### config.mk
export PLATFORM = sky130hd
export DESIGN_NAME = adder_err_monitor
export DESIGN_NICKNAME = d
export VERILOG_FILES = /design/src/rtl/adder_err_pkg.sv /design/src/rtl/adder_err_diff.sv /design/src/rtl/adder_err_monitor.sv
export SDC_FILE = /design/constraint.sdc
export NUM_CORES = 1
export LEC_CHECK = 0
export BUFFER_PORTS_ARGS = -buffer_cell sky130_fd_sc_hd__buf_2
export CELL_PAD_IN_SITES_DETAIL_PLACEMENT = 1
export CELL_PAD_IN_SITES_GLOBAL_PLACEMENT = 2
export CORE_MARGIN = 4
export CORE_UTILIZATION = 35
export DETAILED_ROUTE_END_ITERATION = 7
export PLACE_DENSITY = 0.85
export SYNTH_ARGS = -nofsm -noshare
export SYNTH_HDL_FRONTEND = slang
export SYNTH_SLANG_ARGS = --single-unit
### constraint.sdc
create_clock -name clk -period 6.72 [get_ports clk]
set_input_delay 1.344 -clock clk [delete_from_list [all_inputs] [get_ports clk]]
set_output_delay 1.344 -clock clk [all_outputs]
set_load 0.05 [all_outputs]
### src/rtl/adder_err_pkg.sv
// Shared widths, FSM state type and saturating-add helper for the adder error monitor.
package adder_err_pkg;

    localparam int unsigned OP_W  = 16;
    localparam int unsigned CNT_W = 32;
    localparam int unsigned ACC_W = 48;
    localparam int unsigned SUM_W = OP_W + 1;
    localparam int unsigned POP_W = $clog2(SUM_W + 1);

    typedef enum logic [1:0] {
        IDLE  = 2'd0,
        RUN   = 2'd1,
        DRAIN = 2'd2,
        DONE  = 2'd3
    } err_state_e;

    // Accumulate without wrapping: clamps to all-ones on carry out.
    function automatic logic [ACC_W-1:0] sat_add(input logic [ACC_W-1:0] a,
                                                input logic [ACC_W-1:0] b);
        logic [ACC_W:0] s;
        s = {1'b0, a} + {1'b0, b};
        return s[ACC_W] ? '1 : s[ACC_W-1:0];
    endfunction

endpackage

### src/rtl/adder_err_diff.sv
// Combinational error evaluation for one beat: exact sum vs. approximate sum.
// With ADDER_ERR_HAMMING_EN defined it also reports the flipped bits and their count.
module adder_err_diff
    import adder_err_pkg::*;
(
    input  logic [OP_W-1:0]  op_a,
    input  logic [OP_W-1:0]  op_b,
    input  logic [SUM_W-1:0] approx_sum,
    output logic [SUM_W-1:0] diff_c,
    output logic             mismatch_c
`ifdef ADDER_ERR_HAMMING_EN
    ,
    output logic [SUM_W-1:0] flip_c,
    output logic [POP_W-1:0] popcnt_c
`endif
);

    logic [SUM_W-1:0] exact;

    // Unsigned magnitude of the error, no overflow loss in the exact sum.
    always_comb begin
        exact      = SUM_W'(op_a) + SUM_W'(op_b);
        diff_c     = (exact >= approx_sum) ? (exact - approx_sum) : (approx_sum - exact);
        mismatch_c = (diff_c != '0);
    end

`ifdef ADDER_ERR_HAMMING_EN
    always_comb begin
        flip_c   = exact ^ approx_sum;
        popcnt_c = '0;
        for (int i = 0; i < int'(SUM_W); i++) begin
            popcnt_c = popcnt_c + POP_W'(flip_c[i]);
        end
    end
`endif

endmodule

### src/rtl/adder_err_monitor.sv
// Accumulates error statistics of an approximate adder over a programmed number of beats.
// Optional Hamming statistics (ham_acc, bit_err_hist) are built when ADDER_ERR_HAMMING_EN is defined.
module adder_err_monitor
    import adder_err_pkg::*;
(
    input  logic             clk,
    input  logic             rst_n,
    input  logic             start,
    input  logic [CNT_W-1:0] num_samples,
    input  logic             in_valid,
    output logic             in_ready,
    input  logic [OP_W-1:0]  op_a,
    input  logic [OP_W-1:0]  op_b,
    input  logic [SUM_W-1:0] approx_sum,
    output logic             busy,
    output logic             done,
    output logic [CNT_W-1:0] sample_count,
    output logic [CNT_W-1:0] err_count,
    output logic [ACC_W-1:0] sum_abs_err,
    output logic [SUM_W-1:0] max_abs_err
`ifdef ADDER_ERR_HAMMING_EN
    ,
    output logic [ACC_W-1:0] ham_acc,
    output logic [SUM_W-1:0] bit_err_hist
`endif
);

    err_state_e       state_q, state_d;
    logic [CNT_W-1:0] num_q, num_d;
    logic             in_ready_q, in_ready_d;
    logic             busy_q, busy_d;
    logic             done_q, done_d;
    logic             clear_c;
    logic             hs_c;

    logic [CNT_W-1:0] cnt_q, cnt_d;
    logic             s1_v_q, s1_v_d;
    logic [OP_W-1:0]  s1_a_q, s1_a_d;
    logic [OP_W-1:0]  s1_b_q, s1_b_d;
    logic [SUM_W-1:0] s1_s_q, s1_s_d;
    logic             s2_v_q, s2_v_d;
    logic [SUM_W-1:0] s2_diff_q, s2_diff_d;
    logic             s2_mis_q, s2_mis_d;
    logic [CNT_W-1:0] err_q, err_d;
    logic [ACC_W-1:0] sum_q, sum_d;
    logic [SUM_W-1:0] max_q, max_d;

    logic [SUM_W-1:0] diff_c;
    logic             mismatch_c;

`ifdef ADDER_ERR_HAMMING_EN
    logic [SUM_W-1:0] flip_c;
    logic [POP_W-1:0] popcnt_c;
    logic [SUM_W-1:0] s2_flip_q, s2_flip_d;
    logic [POP_W-1:0] s2_pop_q, s2_pop_d;
    logic [ACC_W-1:0] ham_q, ham_d;
    logic [SUM_W-1:0] hist_q, hist_d;
`endif

    assign hs_c = in_valid && in_ready_q;

    // Run control; registered status flags follow the next state.
    always_comb begin
        state_d = state_q;
        num_d   = num_q;
        clear_c = 1'b0;
        case (state_q)
            IDLE, DONE: begin
                if (start) begin
                    num_d   = num_samples;
                    clear_c = 1'b1;
                    state_d = (num_samples == '0) ? DONE : RUN;
                end
            end
            RUN: begin
                if (hs_c && (cnt_q + CNT_W'(1) == num_q)) begin
                    state_d = DRAIN;
                end
            end
            DRAIN: begin
                // S2 retires on the same edge, so an empty S1 means the pipe is clear.
                if (!s1_v_q) begin
                    state_d = DONE;
                end
            end
            default: state_d = IDLE;
        endcase
        in_ready_d = (state_d == RUN);
        busy_d     = (state_d == RUN) || (state_d == DRAIN);
        done_d     = (state_d == DONE);
    end

    adder_err_diff u_diff (
        .op_a       (s1_a_q),
        .op_b       (s1_b_q),
        .approx_sum (s1_s_q),
        .diff_c     (diff_c),
        .mismatch_c (mismatch_c)
`ifdef ADDER_ERR_HAMMING_EN
        ,
        .flip_c     (flip_c),
        .popcnt_c   (popcnt_c)
`endif
    );

    // Capture, evaluate and accumulate stages.
    always_comb begin
        cnt_d     = clear_c ? '0 : (hs_c ? cnt_q + CNT_W'(1) : cnt_q);
        s1_v_d    = hs_c;
        s1_a_d    = hs_c ? op_a : s1_a_q;
        s1_b_d    = hs_c ? op_b : s1_b_q;
        s1_s_d    = hs_c ? approx_sum : s1_s_q;
        s2_v_d    = s1_v_q;
        s2_diff_d = s1_v_q ? diff_c : s2_diff_q;
        s2_mis_d  = s1_v_q ? mismatch_c : s2_mis_q;
        err_d     = err_q;
        sum_d     = sum_q;
        max_d     = max_q;
        if (clear_c) begin
            err_d = '0;
            sum_d = '0;
            max_d = '0;
        end else if (s2_v_q) begin
            err_d = (err_q == '1) ? err_q : err_q + CNT_W'(s2_mis_q);
            sum_d = sat_add(sum_q, ACC_W'(s2_diff_q));
            max_d = (s2_diff_q > max_q) ? s2_diff_q : max_q;
        end
    end

`ifdef ADDER_ERR_HAMMING_EN
    always_comb begin
        s2_flip_d = s1_v_q ? flip_c : s2_flip_q;
        s2_pop_d  = s1_v_q ? popcnt_c : s2_pop_q;
        ham_d     = ham_q;
        hist_d    = hist_q;
        if (clear_c) begin
            ham_d  = '0;
            hist_d = '0;
        end else if (s2_v_q) begin
            ham_d  = sat_add(ham_q, ACC_W'(s2_pop_q));
            hist_d = hist_q | s2_flip_q;
        end
    end
`endif

    always_ff @(posedge clk or negedge rst_n) begin
        if (!rst_n) begin
            state_q    <= IDLE;
            num_q      <= '0;
            in_ready_q <= 1'b0;
            busy_q     <= 1'b0;
            done_q     <= 1'b0;
            cnt_q      <= '0;
            s1_v_q     <= 1'b0;
            s1_a_q     <= '0;
            s1_b_q     <= '0;
            s1_s_q     <= '0;
            s2_v_q     <= 1'b0;
            s2_diff_q  <= '0;
            s2_mis_q   <= 1'b0;
            err_q      <= '0;
            sum_q      <= '0;
            max_q      <= '0;
        end else begin
            state_q    <= state_d;
            num_q      <= num_d;
            in_ready_q <= in_ready_d;
            busy_q     <= busy_d;
            done_q     <= done_d;
            cnt_q      <= cnt_d;
            s1_v_q     <= s1_v_d;
            s1_a_q     <= s1_a_d;
            s1_b_q     <= s1_b_d;
            s1_s_q     <= s1_s_d;
            s2_v_q     <= s2_v_d;
            s2_diff_q  <= s2_diff_d;
            s2_mis_q   <= s2_mis_d;
            err_q      <= err_d;
            sum_q      <= sum_d;
            max_q      <= max_d;
        end
    end

`ifdef ADDER_ERR_HAMMING_EN
    always_ff @(posedge clk or negedge rst_n) begin
        if (!rst_n) begin
            s2_flip_q <= '0;
            s2_pop_q  <= '0;
            ham_q     <= '0;
            hist_q    <= '0;
        end else begin
            s2_flip_q <= s2_flip_d;
            s2_pop_q  <= s2_pop_d;
            ham_q     <= ham_d;
            hist_q    <= hist_d;
        end
    end

    assign ham_acc      = ham_q;
    assign bit_err_hist = hist_q;
`endif

    assign in_ready     = in_ready_q;
    assign busy         = busy_q;
    assign done         = done_q;
    assign sample_count = cnt_q;
    assign err_count    = err_q;
    assign sum_abs_err  = sum_q;
    assign max_abs_err  = max_q;

endmodule

* Word level (Yosys, flattened, before mapping)
Cells that the tools add are included.
W data, S select, Z words.
** Word-level totals
- Memories :: 0
- Bits in registers :: 235
- Memory bits (writable) :: 0
- Memory bits (read-only) :: 0
- Latch bits :: 0
- Word-level logic and storage cells :: 65
** Operators by class
- Bitwise logic cells :: 0
- Divide/modulo/power cells :: 0
- Mux-type cells :: 19
- $add $sub $neg :: 6
- Magnitude comparators :: 2
- Reductions and logical operators :: 13
- Equal/unequal tests :: 9
- Multipliers :: 0
- Shifts and indexed selects :: 0
** Operator list (number)
- $mux W32 :: 5
- $mux W48 :: 3
- $mux W17 :: 4
- $add A48 B17 Y49 :: 1
- $sub A17 B17 Y17 :: 2
- $add A32 B1 Y32 :: 1
- $add A32 B1 Y32 const B :: 1
- $eq A32 B32 Y1 :: 1
- $eq A32 B32 Y1 const B :: 1
- $logic_not A32 Y1 :: 1
- $add A16 B16 Y17 :: 1
- $ge A17 B17 Y1 :: 1
- $gt A17 B17 Y1 :: 1
- $reduce_bool A17 Y1 :: 1
- $eq A2 B2 Y1 const B :: 4
- $mux W2 :: 4
- $pmux W2 S3 :: 1
- $reduce_and A2 Y1 :: 3
- $reduce_bool A2 Y1 :: 3
- $eq A2 B1 Y1 const B :: 2
- $logic_and A1 B1 Y1 :: 2
- $logic_not A2 Y1 :: 1
- $mux W1 :: 2
- $ne A2 B2 Y1 const B :: 1
- other kinds (2) :: 2

* Depth between registers and ports, before layout
Gate-level depths: netlist of run 1.
- Depth after elaboration :: 7
- Depth in mapped cells :: 24

* By module
Synthesis of run 1 repeated with hierarchy kept, for this count alone.
** Unflattened totals
- Cell total of the unflattened synthesis :: 1784
- Area, all modules :: 15436.1 sq um
** By module, submodules not included
- adder_err_monitor :: times used 1, cells each 1404, area an instance 12766.0 sq um, seq. area each 5880.6 sq um
- adder_err_diff :: times used 1, cells each 380, area an instance 2670.1 sq um, seq. area each 0.0 sq um

* Worst setup path before layout of run 1
No wires, ideal clock.
- Path type :: flip-flop to flip-flop
- Start point :: register s1_a_q[0]
- End point :: register s2_mis_q
- Buffers on the path :: 3
- Stages on the path, launching flop included :: 25
- Setup slack :: 1.503 ns
- Arrival :: 5.085 ns
- Data required time :: 6.587 ns
- Cells stage by stage :: dfrtp_1 -> ha_1 -> fa_1 -> a21o_1 -> a21oi_1 -> o21bai_1 -> a21o_1 -> a21oi_1 -> o211ai_1 -> a31o_2 -> a21o_1 -> xor2_1 -> ha_1 -> clkbuf_1 -> nand4_1 -> or4_1 -> a21oi_1 -> a211o_1 -> buf_2 -> buf_4 -> mux2i_1 -> xor2_1 -> nand4_1 -> nor4b_1 -> a21oi_1
** Between the ends
- Cells in the longest elaborated chain, start to end :: 4
- Elaborated cells on any way between the ends :: 6
** RTL lines
- start: declaration :: line adder_err_monitor.sv:38 : logic [OP_W-1:0] s1_a_q, s1_a_d;
- start signal: assignment :: line adder_err_monitor.sv:155 : s1_a_q <= '0;
- start signal: assignment :: line adder_err_monitor.sv:172 : s1_a_q <= s1_a_d;
- $add A16 B16 Y17 * :: line adder_err_diff.sv:22 : exact = SUM_W'(op_a) + SUM_W'(op_b);
- $sub A17 B17 Y17 / $ge A17 B17 Y1 (equally long branches) :: line adder_err_diff.sv:23 : diff_c = (exact >= approx_sum) ? (exact - approx_sum) : (approx_sum - exact);
- $mux W17 * :: line adder_err_diff.sv:23
- $reduce_bool A17 Y1 * :: line adder_err_diff.sv:24 : mismatch_c = (diff_c != '0);
- end signal: assignment :: line adder_err_monitor.sv:177 : s2_mis_q <= s2_mis_d;
- end: declaration :: line adder_err_monitor.sv:43 : logic s2_mis_q, s2_mis_d;
Every way passes the cells marked *; elsewhere a longest branch is shown, timed or not.
A chain may end at the register's enable or synchronous reset.

* Worst setup path in the final report of run 1
Same ends and word-level chain as after synthesis.

==> impl_results.md, run 1 <==
* First-pass GRT wire length at 74,800 µm
* Vias in the first global route at 13,570
* Most used DFF post-synth: dfrtp_1
* Fin crit period at 5920 ps
* Die Y at 213 µm
* Synth area leaders: dfrtp_1 40%, ha_1 7.7%, nand2_1 7.4%
* PD cells at 359 mW/mm²
* CP Max Fanout at 10
* Rows at 74
* Clk Tree Root Cell: clkbuf_16
* EDFF count, synth at 0
* Compound-Gate Fraction of Synth Area at 14.6%
* Worst r2r src: s1_a_q[0]
* Worst path required time at 7160 ps
* Initial antenna violation count at 0
* Post-DRT Antenna Nets at 0
* Area leader, netlist: dfrtp_1
* Die area at 0.0452 mm²
* Xor/xnor share of the synthesized area at 8.67%
* CP max stage cell: or4_1
* Adder-cell area share of the yosys netlist at 8.24%
* Final Skew at 19.9 ps
* Num Clock Sinks at 235
* Post-route design area at 0.0171 mm²
* Synth Register Bits at 235
* Worst IR Drop VDD at 210 µV
* Fillcell total at 4,966
* Post-CTS Setup Inserts at 0
* Seq/Total Area, Yosys at 40.2%
* TritonCTS clock tree: done
* GRT overflow at 0
* CP Buf/Inv Count at 1
* Dpl hpwl at 34,100 µm
* Max Root-Sink Buffers at 3
* Inst Count DP at 2,351
* Synth warnings at 0
* MaxCap Viol Count at 0
* Hold_sp: s1_a_q[10]
* RSZ-0062 raised after global routing: no
* N_diodes at 0
* H-tree Lvls at 1
* Avg Inst Size Synth at 8.74 µm²
* Core area at 0.0411 mm²
* Syn nets at 1,854
* Area of placed instances at 0.0161 mm²
* P_leak at 8.36 nW
* # IOs at 217
* Vias per cell at 5.36
* Area delta synth->final at 17.0%
* Hold Crit Class: reg -> reg
* Drt total wl at 46,200 µm
* Largest net degree at the start of global routing at 131
* Status: finished, final reports clean
* Pins over their slew limit at 0
* Detailed Routing Iterations Pass 1 at 4
* Unique masters post-synth at 69
* GPL Wtd Cong at 0.874
* Worst-path clk slew at 60 ps
* Fmax achieved at 169 MHz
* Fin. Hold Viols at 0
* Setup_tns at 0 ps
* Mux contribution to synthesized area at 2.97%
* Post-Synth Simple-Gate Area at 21.0%
* Residual DRC at 0
* WL/cell at 19.2 µm
* CP peak stage delay at 530 ps
* IO Port Bufs at 216
* Largest family of logic cells by synthesized area: simple AND/OR/NAND/NOR gates
* Top cell type's share of synthesized area at 40.2%
* Most used cell, CP: a21oi_1
* Top delay family on crit path: compound AO/OA/AOI/OAI gates
* Setup CP Type: reg -> reg
* Crit-path cells: ha_1 -> fa_1 -> a21o_1 -> a21oi_1 -> o21bai_1 -> a21o_1 -> a21oi_1 -> o211ai_1 -> a31o_2 -> a21o_1 -> xor2_1 -> ha_1 -> nand4_1 -> or4_1 -> a21oi_1 -> a211o_1 -> buf_4 -> mux2i_1 -> a21oi_1 -> xnor2_1 -> nor4b_1 -> a21oi_1
* Launch point of the worst path: s1_a_q[0]
* Starting Density at 35.6%
* Share of layout cells above drive strength 1 at 15.5%
* Final setup fails at 0
* Fin crit share at 88.1%
* DR iter-0 viols at 639
* GRT Overall Usage at 20.2%
* Nets at 2,030
* Startpoint Class: flop
* Clk Latency, worst-skew pair at 570 ps
* Critical path capture point type: flop
* Synthesized cell area at 0.0146 mm²
* Slew margin rel. at 26.3%
* Post_cts resized at 0
* # hold bufs at CTS at 0
* Tightest Pin Transition at 1110 ps
* Routed via count at 12,895
* CP arrival at 6360 ps
* FFs w/ async S/R, synth at 100%
* Die X at 213 µm
* Syn Inst Count at 1,675
* Total CTS buffers at 30
* Final std cells w/o fill at 2,404
state kept, by name, summed over array words and instances (netlist names), 2 cells and up:
| name | cells |
|---|---|
| sum_abs_err | 48 |
| err_count | 32 |
| num_q | 32 |
| sample_count | 32 |
| max_abs_err | 17 |
| s1_s_q | 17 |
| s2_diff_q | 17 |
| s1_a_q | 16 |
| s1_b_q | 16 |
| state_q | 2 |
synth_stat cells (6+ instances only):
master	n
xor2_1	67
nand2_1	290
and3_1	25
ha_1	90
mux2i_1	40
and2_1	15
nor2_1	146
o21bai_1	8
clkbuf_1	68
o21a_1	15
nand3_1	43
o21ai_0	75
nor4_1	17
dfrtp_1	235
o211ai_1	6
nor3_1	38
nand4_1	32
a211oi_1	17
a311oi_1	9
or3_1	13
inv_1	78
and4_1	14
a21o_1	39
a31oi_1	27
xnor2_1	78
a21oi_1	94
or4_1	6
final timing paths:
kind	end	slack, ps	cells after the start
max	s2_mis_q	800	22
min in group asynchronous	sum_abs_err[42]	820	1
max reg2reg	s2_mis_q	800	22
min reg2reg	s1_a_q[10]	480	2
max in group asynchronous	s1_a_q[6]	4590	2
min	s1_a_q[10]	480	2
power breakdown:
| part | switching, W | total (W) | internal (W) |
|---|---|---|---|
| Sequential | 0.000273 | 0.00188 | 0.00160 |
| Combinational | 0.00166 | 0.00263 | 0.000971 |
| Clock | 0.000646 | 0.00164 | 0.000997 |
| Total | 0.00258 | 0.00615 | 0.00357 |
tightest hold or removal path, delay by kind of cell (launching register included):
family	cells	cell delay (ps)
DFF	1	350
and+or+nand+nor	2	100
kinds of logic (layout without fill, tap and decap cells):
logic type | Yosys count | count (layout)
buf+inv | 158 | 355
simple gates | 665 | 665
mux | 43 | 43
compound gates | 335 | 335
xor+xnor | 145 | 145
flops | 235 | 235
fa+ha+maj | 94 | 94
metal layers:
metal	part of all wire, %	up-vias	track usage [%]
li1	-	6170	-
met3	3.8	73	2.76
met2	48	233	34.0
met4	2.5	0	5.22
met5	0	-	0
met1	46	6419	27.7
through the flow:
step	util [%]	power [W]	worst slack (ps)	hold slack, ps
2_1_floorplan	-	0.00378	1500	352
3_3_place_gp	39.2	0.00445	1000	468
5_1_grt	41.7	0.00657	389	524
6_report	41.7	0.00615	799	484
4_1_cts	41.7	0.00621	757	490
3_5_place_dp	39.2	0.00453	771	475
cell usage in the layout, fill, tap and decap left out, types with 4 or more instances in the layout:
master and n:
o211ai_1 6, clkbuf_8 6, and2_1 14, buf_2 215
a211oi_1 17, nand4_1 32, nor2_1 146, a21o_1 39
nor3_1 38, clkinv_2 5, a211o_1 4, inv_1 77
nand3_1 43, a31oi_1 27, a21oi_1 94, buf_4 7
ha_1 90, nand2_1 289, or4_1 6, nor2b_1 5
xor2_1 67, xnor2_1 78, a311oi_1 9, nor4_1 17
clkbuf_16 30, and3_1 25, mux2i_1 40, dfrtp_1 235
fa_1 4, a41oi_1 4, o21ai_0 75, o21a_1 15
o2111ai_1 4, o21bai_1 8, or3_1 13, nand2b_1 5
clkbuf_1 8, and4_1 14, o31ai_1 5
cell type report:
class	count	area (µm²)	area share (%)
clock buffers	44	863	5.04
clock inverters	9	131	0.767
inverters	78	293	1.71
multi-input cells	1282	8130	47.5
flip-flops and latches	235	5880	34.3
well taps	532	666	3.89
repair buffers	224	1160	6.79
Power figures use the tool's default switching activity.
==> run 2: changes to the inputs <==
ABC_CLOCK_PERIOD_IN_PS = 5800   (was not set)
CELL_PAD_IN_SITES_DETAIL_PLACEMENT = not set   (was 1)
CELL_PAD_IN_SITES_GLOBAL_PLACEMENT = not set   (was 2)
CORE_UTILIZATION = 41   (was 35)
PLACE_DENSITY = 0.66   (was 0.85)
clock period = 5.8 ns   (was 6.72 ns; I/O delays follow)
==> run 2 against run 1 <==
  * Flip-flop and latch count is the same
  * Highest routed layer unchanged
  * Sequential share of layout area is essentially flat
  * Global-route usage shrank 0.12 points
  * Core utilization grew 7.4 points
  * Count of clock-buffer cells in the layout shrank 6
  * Register-to-register slack lost 330 ps
  * Sequential power grew 15%
==> impl_results.md, run 2 (synthesis results as in run 1) <==
* Residual DRC at 0 (unchanged)
* Slew margin rel. at 30.3% (was 26.3%)
* Most common cell after layout, fill and taps aside: nand2_1 (unchanged)
* Fin crit period at 5340 ps (was 5920 ps)
* Initial antenna violation count at 0 (unchanged)
* RSZ-0062 raised after global routing: no (unchanged)
* H-tree Lvls at 1 (unchanged)
* TritonCTS clock tree: done (unchanged)
* GRT Overall Usage at 20.1% (was 20.2%)
* Detailed Routing Iterations Pass 1 at 5 (was 4)
* CP Buf/Inv Count at 0 (was 1)
* N_diodes at 0 (unchanged)
* Fmax achieved at 187 MHz (was 169 MHz)
* GPL Wtd Cong at 0.865 (was 0.874)
* # hold bufs at CTS at 0 (unchanged)
* WL/cell at 17.4 µm (was 19.2 µm)
* Final Skew at 26.7 ps (was 19.9 ps)
* Worst-path clk slew at 60 ps (about the same)
* Total CTS buffers at 28 (was 30)
* Dpl hpwl at 29,400 µm (was 34,100 µm)
* Pins over their slew limit at 0 (unchanged)
* Worst IR Drop VDD at 268 µV (was 210 µV)
* MaxCap Viol Count at 0 (unchanged)
* Critical path capture point type: flop (unchanged)
* Largest net degree at the start of global routing at 129 (was 131)
* IO Port Bufs at 216 (unchanged)
* Post-CTS Setup Inserts at 0 (unchanged)
* Hold Crit Class: reg -> reg (unchanged)
* Die Y at 197 µm (was 213 µm)
* Post-DRT Antenna Nets at 0 (unchanged)
* # IOs at 217 (unchanged)
* Worst hold slack at 479 ps (was 484 ps)
* Status: finished, final reports clean (unchanged)
* Finished Core Util at 49.1% (was 41.7%)
* Tot Pwr at 0.00713 W (was 0.00615 W)
* First-pass GRT wire length at 65,000 µm (was 74,800 µm)
* GRT overflow at 0 (unchanged)
* CP arrival at 5820 ps (was 6360 ps)
* Setup_tns at 0 ps (unchanged)
* Num Clock Sinks at 235 (unchanged)
* Core area at 0.0349 mm² (was 0.0411 mm²)
* Top delay family on crit path: compound AO/OA/AOI/OAI gates (unchanged)
* Most frequent cells in the layout: 288 x nand2_1, 235 x dfrtp_1, 215 x buf_2, 146 x nor2_1, 93 x a21oi_1 (was 289 x nand2_1, 235 x dfrtp_1, 215 x buf_2, 146 x nor2_1, 94 x a21oi_1)
* Post_cts resized at 0 (unchanged)
* Vias per cell at 5.48 (was 5.36)
* CP Max Fanout at 11 (was 10)
* Clk Latency, worst-skew pair at 570 ps (about the same)
* Routed via count at 12,765 (was 12,895)
* Die area at 0.0388 mm² (was 0.0452 mm²)
* Max Root-Sink Buffers at 3 (unchanged)
* CP max stage cell: or4_1 (unchanged)
* Vias in the first global route at 12,459 (was 13,570)
* Worst path required time at 6280 ps (was 7160 ps)
* P_leak at 8.40 nW (was 8.36 nW)
* Tightest Pin Transition at 1050 ps (was 1110 ps)
* Nets at 2,033 (was 2,030)
* Setup CP Type: reg -> reg (unchanged)
* Clk Tree Root Cell: clkbuf_16 (unchanged)
* Share of layout cells above drive strength 1 at 16.3% (was 15.5%)
* Area delta synth->final at 17.0% (about the same)
* Fin. Hold Viols at 0 (unchanged)
* DR iter-0 viols at 708 (was 639)
* CP peak stage delay at 520 ps (was 530 ps)
* Fin crit share at 92.0% (was 88.1%)
* Crit-path cells: ha_1 -> fa_1 -> a21o_1 -> a21oi_1 -> o21bai_1 -> a21o_1 -> a21oi_2 -> o211ai_1 -> a31o_2 -> a21o_1 -> xor2_1 -> ha_1 -> nand4_1 -> or4_1 -> a21oi_1 -> a211o_2 -> mux2i_1 -> mux2_2 -> a311oi_2 -> nor3_1 -> a21oi_1 (was ha_1 -> fa_1 -> a21o_1 -> a21oi_1 -> o21bai_1 -> a21o_1 -> a21oi_1 -> o211ai_1 -> a31o_2 -> a21o_1 -> xor2_1 -> ha_1 -> nand4_1 -> or4_1 -> a21oi_1 -> a211o_1 -> buf_4 -> mux2i_1 -> a21oi_1 -> xnor2_1 -> nor4b_1 -> a21oi_1)
* Drt total wl at 40,500 µm (was 46,200 µm)
* Max reg flops at 48 (unchanged)
* Startpoint Class: flop (unchanged)
* Rows at 68 (was 74)
* Starting Density at 42.0% (was 35.6%)
* Final setup fails at 0 (unchanged)
* PD cells at 417 mW/mm² (was 359 mW/mm²)
* Die X at 197 µm (was 213 µm)
[run 2: worst paths after layout]
path / start / to / slack (ps) / cells past startpoint
worst max-delay path: s1_a_q[0] / s2_mis_q / 460 / 21
worst min-delay path: s1_a_q[13] / s1_a_q[13] / 480 / 2
worst max register to register: s1_a_q[0] / s2_mis_q / 460 / 21
worst min register to register: s1_a_q[13] / s1_a_q[13] / 480 / 2
max in group asynchronous: rst_n / num_q[31] / 4070 / 2
min in group asynchronous: rst_n / sum_abs_err[42] / 540 / 1
[run 2: worst min-delay path, stage by stage, from the launching register on]
cell,delay [ps]
dfrtp_1,340
nand2_1,50
nand2_1,50
[run 2: per-stage QoR]
stage | worst slack, ps | instance area (µm²) | instances
3_3_place_gp | 169 | 16100 | 2279
6_report | 464 | 17100 | 2331
2_1_floorplan | 583 | 14600 | 1675
5_1_grt | 39.0 | 17100 | 2331
3_5_place_dp | 80.2 | 16100 | 2279
4_1_cts | 50.3 | 17100 | 2331
[run 2: power by group]
| part | switching (W) | internal, W |
|---|---|---|
| combinational | 0.00188 | 0.00114 |
| clock | 0.000748 | 0.00120 |
| sequential | 0.000303 | 0.00186 |
| total | 0.00293 | 0.00420 |
[run 2: routing by layer]
metal	wire (µm)	GRT usage [%]
met1	18200	27.8
met2	18700	32.9
met3	2450	3.18
met4	1150	5.78
met5	0	0
[run 2: area by class of cell]
class                   count  area (µm²)
flip-flops and latches    235        5880
clock inverters            14         225
fillers                  3335       17800
repair buffers            229        1200
clock buffers              38         808
well taps                 455         569
multi-input cells        1282        8150
inverters                  78         293
==> run 3: changes to the inputs <==
PLACE_DENSITY = not set   (was 0.66)
PLACE_DENSITY_LB_ADDON = 0.08   (was not set)
==> run 3 against run 2 <==
  * Register-to-register slack worse by 70 ps
  * Critical path depth grew 1
  * Power is 1.4% lower
  * Routed wire length is 5.6% higher
  * Via count down 1.5%
  * First-iteration DRC count shrank 5.4%
  * Final area shrank 0.46%
  * Die area unchanged
  * Flip-flop and latch count unchanged
  * Non-clock buffer count shrank 2
  * Clock skew fell by 15 ps
  * Clock power is 6% lower
  * Largest power group unchanged
==> impl_results.md, run 3 (synthesis results as in run 1) <==
* Fin. Hold Viols at 0 (unchanged)
* Vias per cell at 5.40 (was 5.48)
* CP max stage cell: or4_1 (unchanged)
* Rows at 68 (unchanged)
* Fin crit period at 5410 ps (was 5340 ps)
* H-tree Lvls at 1 (unchanged)
* CP peak stage delay at 520 ps (about the same)
* Post-DRT Antenna Nets at 0 (unchanged)
* GRT overflow at 0 (unchanged)
* Routed via count at 12,570 (was 12,765)
* Finished Core Util at 48.9% (was 49.1%)
* TritonCTS clock tree: done (unchanged)
* WL/cell at 18.4 µm (was 17.4 µm)
* Internal cell power at 0.00410 W (was 0.00420 W)
* Hold Crit Class: reg -> reg (unchanged)
* Pins over their slew limit at 0 (unchanged)
* Post_cts resized at 0 (unchanged)
* PD cells at 413 mW/mm² (was 417 mW/mm²)
* CP Buf/Inv Count at 1 (was 0)
* Core area at 0.0349 mm² (unchanged)
* Initial antenna violation count at 0 (unchanged)
* Max Root-Sink Buffers at 3 (unchanged)
* # IOs at 217 (unchanged)
* Share of layout cells above drive strength 1 at 16.0% (was 16.3%)
* Clk Latency, worst-skew pair at 560 ps (was 570 ps)
* Worst IR Drop VDD at 252 µV (was 268 µV)
* Area delta synth->final at 16.4% (was 17.0%)
* Status: finished, final reports clean (unchanged)
* First-pass GRT wire length at 69,100 µm (was 65,000 µm)
* Clk network pwr share at 26.1% (was 27.3%)
* CP arrival at 5830 ps (was 5820 ps)
* CP Max Fanout at 10 (was 11)
* RSZ-0062 raised after global routing: no (unchanged)
* # hold bufs at CTS at 0 (unchanged)
* Crit-path cells: ha_1 -> fa_1 -> a21o_1 -> a21oi_1 -> o21bai_1 -> a21o_1 -> a21oi_2 -> o211ai_1 -> a31o_2 -> a21o_1 -> xor2_1 -> ha_4 -> nand4_1 -> or4_1 -> a21oi_1 -> a211o_1 -> buf_4 -> mux2i_1 -> xnor2_1 -> nand4_1 -> nor4b_1 -> a21oi_1 (was ha_1 -> fa_1 -> a21o_1 -> a21oi_1 -> o21bai_1 -> a21o_1 -> a21oi_2 -> o211ai_1 -> a31o_2 -> a21o_1 -> xor2_1 -> ha_1 -> nand4_1 -> or4_1 -> a21oi_1 -> a211o_2 -> mux2i_1 -> mux2_2 -> a311oi_2 -> nor3_1 -> a21oi_1)
* Psw at 0.00293 W (about the same)
* Vias in the first global route at 12,371 (was 12,459)
* Nets at 2,031 (was 2,033)
* Switching part of the total power at 41.7% (was 41.1%)
* Inst Count DP at 2,277 (was 2,279)
* Comb power frac at 43.3% (was 42.4%)
* Drt total wl at 42,800 µm (was 40,500 µm)
* Largest net degree at the start of global routing at 129 (unchanged)
* Residual DRC at 0 (unchanged)
* Clk Tree Root Cell: clkbuf_16 (unchanged)
* Tightest Pin Transition at 1080 ps (was 1050 ps)
* Starting Density at 42.0% (unchanged)
* Die Y at 197 µm (unchanged)
* Post-CTS Setup Inserts at 0 (unchanged)
* GRT Overall Usage at 21.6% (was 20.1%)
* MaxCap Viol Count at 0 (unchanged)
* Detailed Routing Iterations Pass 1 at 7 (was 5)
* N_diodes at 0 (unchanged)
* Num Clock Sinks at 235 (unchanged)
* Worst-path clk slew at 60 ps (about the same)
* Most common cell after layout, fill and taps aside: nand2_1 (unchanged)
* Sequential power share at 30.6% (was 30.3%)
* Slew margin rel. at 28.3% (was 30.3%)
* Setup CP Type: reg -> reg (unchanged)
* P_leak at 8.37 nW (was 8.40 nW)
* Fmax achieved at 185 MHz (was 187 MHz)
* Fin crit share at 93.2% (was 92.0%)
* Most frequent cells in the layout: 288 x nand2_1, 235 x dfrtp_1, 215 x buf_2, 146 x nor2_1, 93 x a21oi_1 (unchanged)
* Fillcell total at 3,401 (was 3,335)
* Top delay family on crit path: compound AO/OA/AOI/OAI gates (unchanged)
* Setup_tns at 0 ps (unchanged)
* Dpl hpwl at 31,600 µm (was 29,400 µm)
* Total CTS buffers at 28 (unchanged)
* DR iter-0 viols at 670 (was 708)
* Final std cells w/o fill at 2,327 (was 2,331)
* Die X at 197 µm (unchanged)
* Final setup fails at 0 (unchanged)
* IO Port Bufs at 216 (unchanged)
* Startpoint Class: flop (unchanged)
* Worst path required time at 6220 ps (was 6280 ps)
* Die area at 0.0388 mm² (unchanged)
* Critical path capture point type: flop (unchanged)
* GPL Wtd Cong at 0.873 (was 0.865)
* Max reg flops at 48 (unchanged)
* Final Skew at 12.0 ps (was 26.7 ps)
[run 3: worst min-delay path: stages (launching register included)]
cell,delay (ps)
dfrtp_1,340
nand2_1,50
nand2_1,60
[run 3: area by class of cell]
type,count,area [µm²],area share [%]
clock buffer,38,808,4.74
clock inverter,12,158,0.925
inverter,78,293,1.72
multi-input combinational,1282,8150,47.8
sequential,235,5880,34.5
tap,455,569,3.34
timing repair buffer,227,1190,6.96
[run 3: layer usage]
metal	up-vias	GRT usage, %	part of all wire (%)
met5	-	0	0
li1	6180	-	-
met2	302	35.9	47
met3	59	2.80	4.6
met1	6029	30.7	46
met4	0	4.29	2.2
[run 3: through the flow]
step / hold slack [ps] / total power, W / cell area [µm²] / setup slack (ps)
3_3_place_gp: 463 / 0.00518 / 16100 / 275
6_report: 481 / 0.00703 / 17000 / 392
5_1_grt: 500 / 0.00751 / 17000 / 63.7
2_1_floorplan: 352 / 0.00438 / 14600 / 583
3_5_place_dp: 473 / 0.00521 / 16100 / 168
4_1_cts: 487 / 0.00709 / 17000 / 117
[run 3: path summary, 6_finish.rpt]
path,startpoint,endpoint,slack (ps),depth (start not counted)
max,s1_a_q[0],s2_mis_q,390,22
min,s1_b_q[15],s1_b_q[15],480,2
max reg2reg,s1_a_q[0],s2_mis_q,390,22
min reg2reg,s1_b_q[15],s1_b_q[15],480,2
max in group asynchronous,rst_n,sample_count[23],3880,2
min in group asynchronous,rst_n,sum_abs_err[46],660,1
[run 3: power groups by stage]
stage | Sequential [W] | Clock, W | Combinational, W
6_report | 0.00215 | 0.00184 | 0.00304
5_1_grt | 0.00219 | 0.00195 | 0.00337
4_1_cts | 0.00216 | 0.00189 | 0.00304
3_5_place_dp | 0.00219 | 0 | 0.00302
3_3_place_gp | 0.00218 | 0 | 0.00300
2_1_floorplan | 0.00247 | 0 | 0.00192
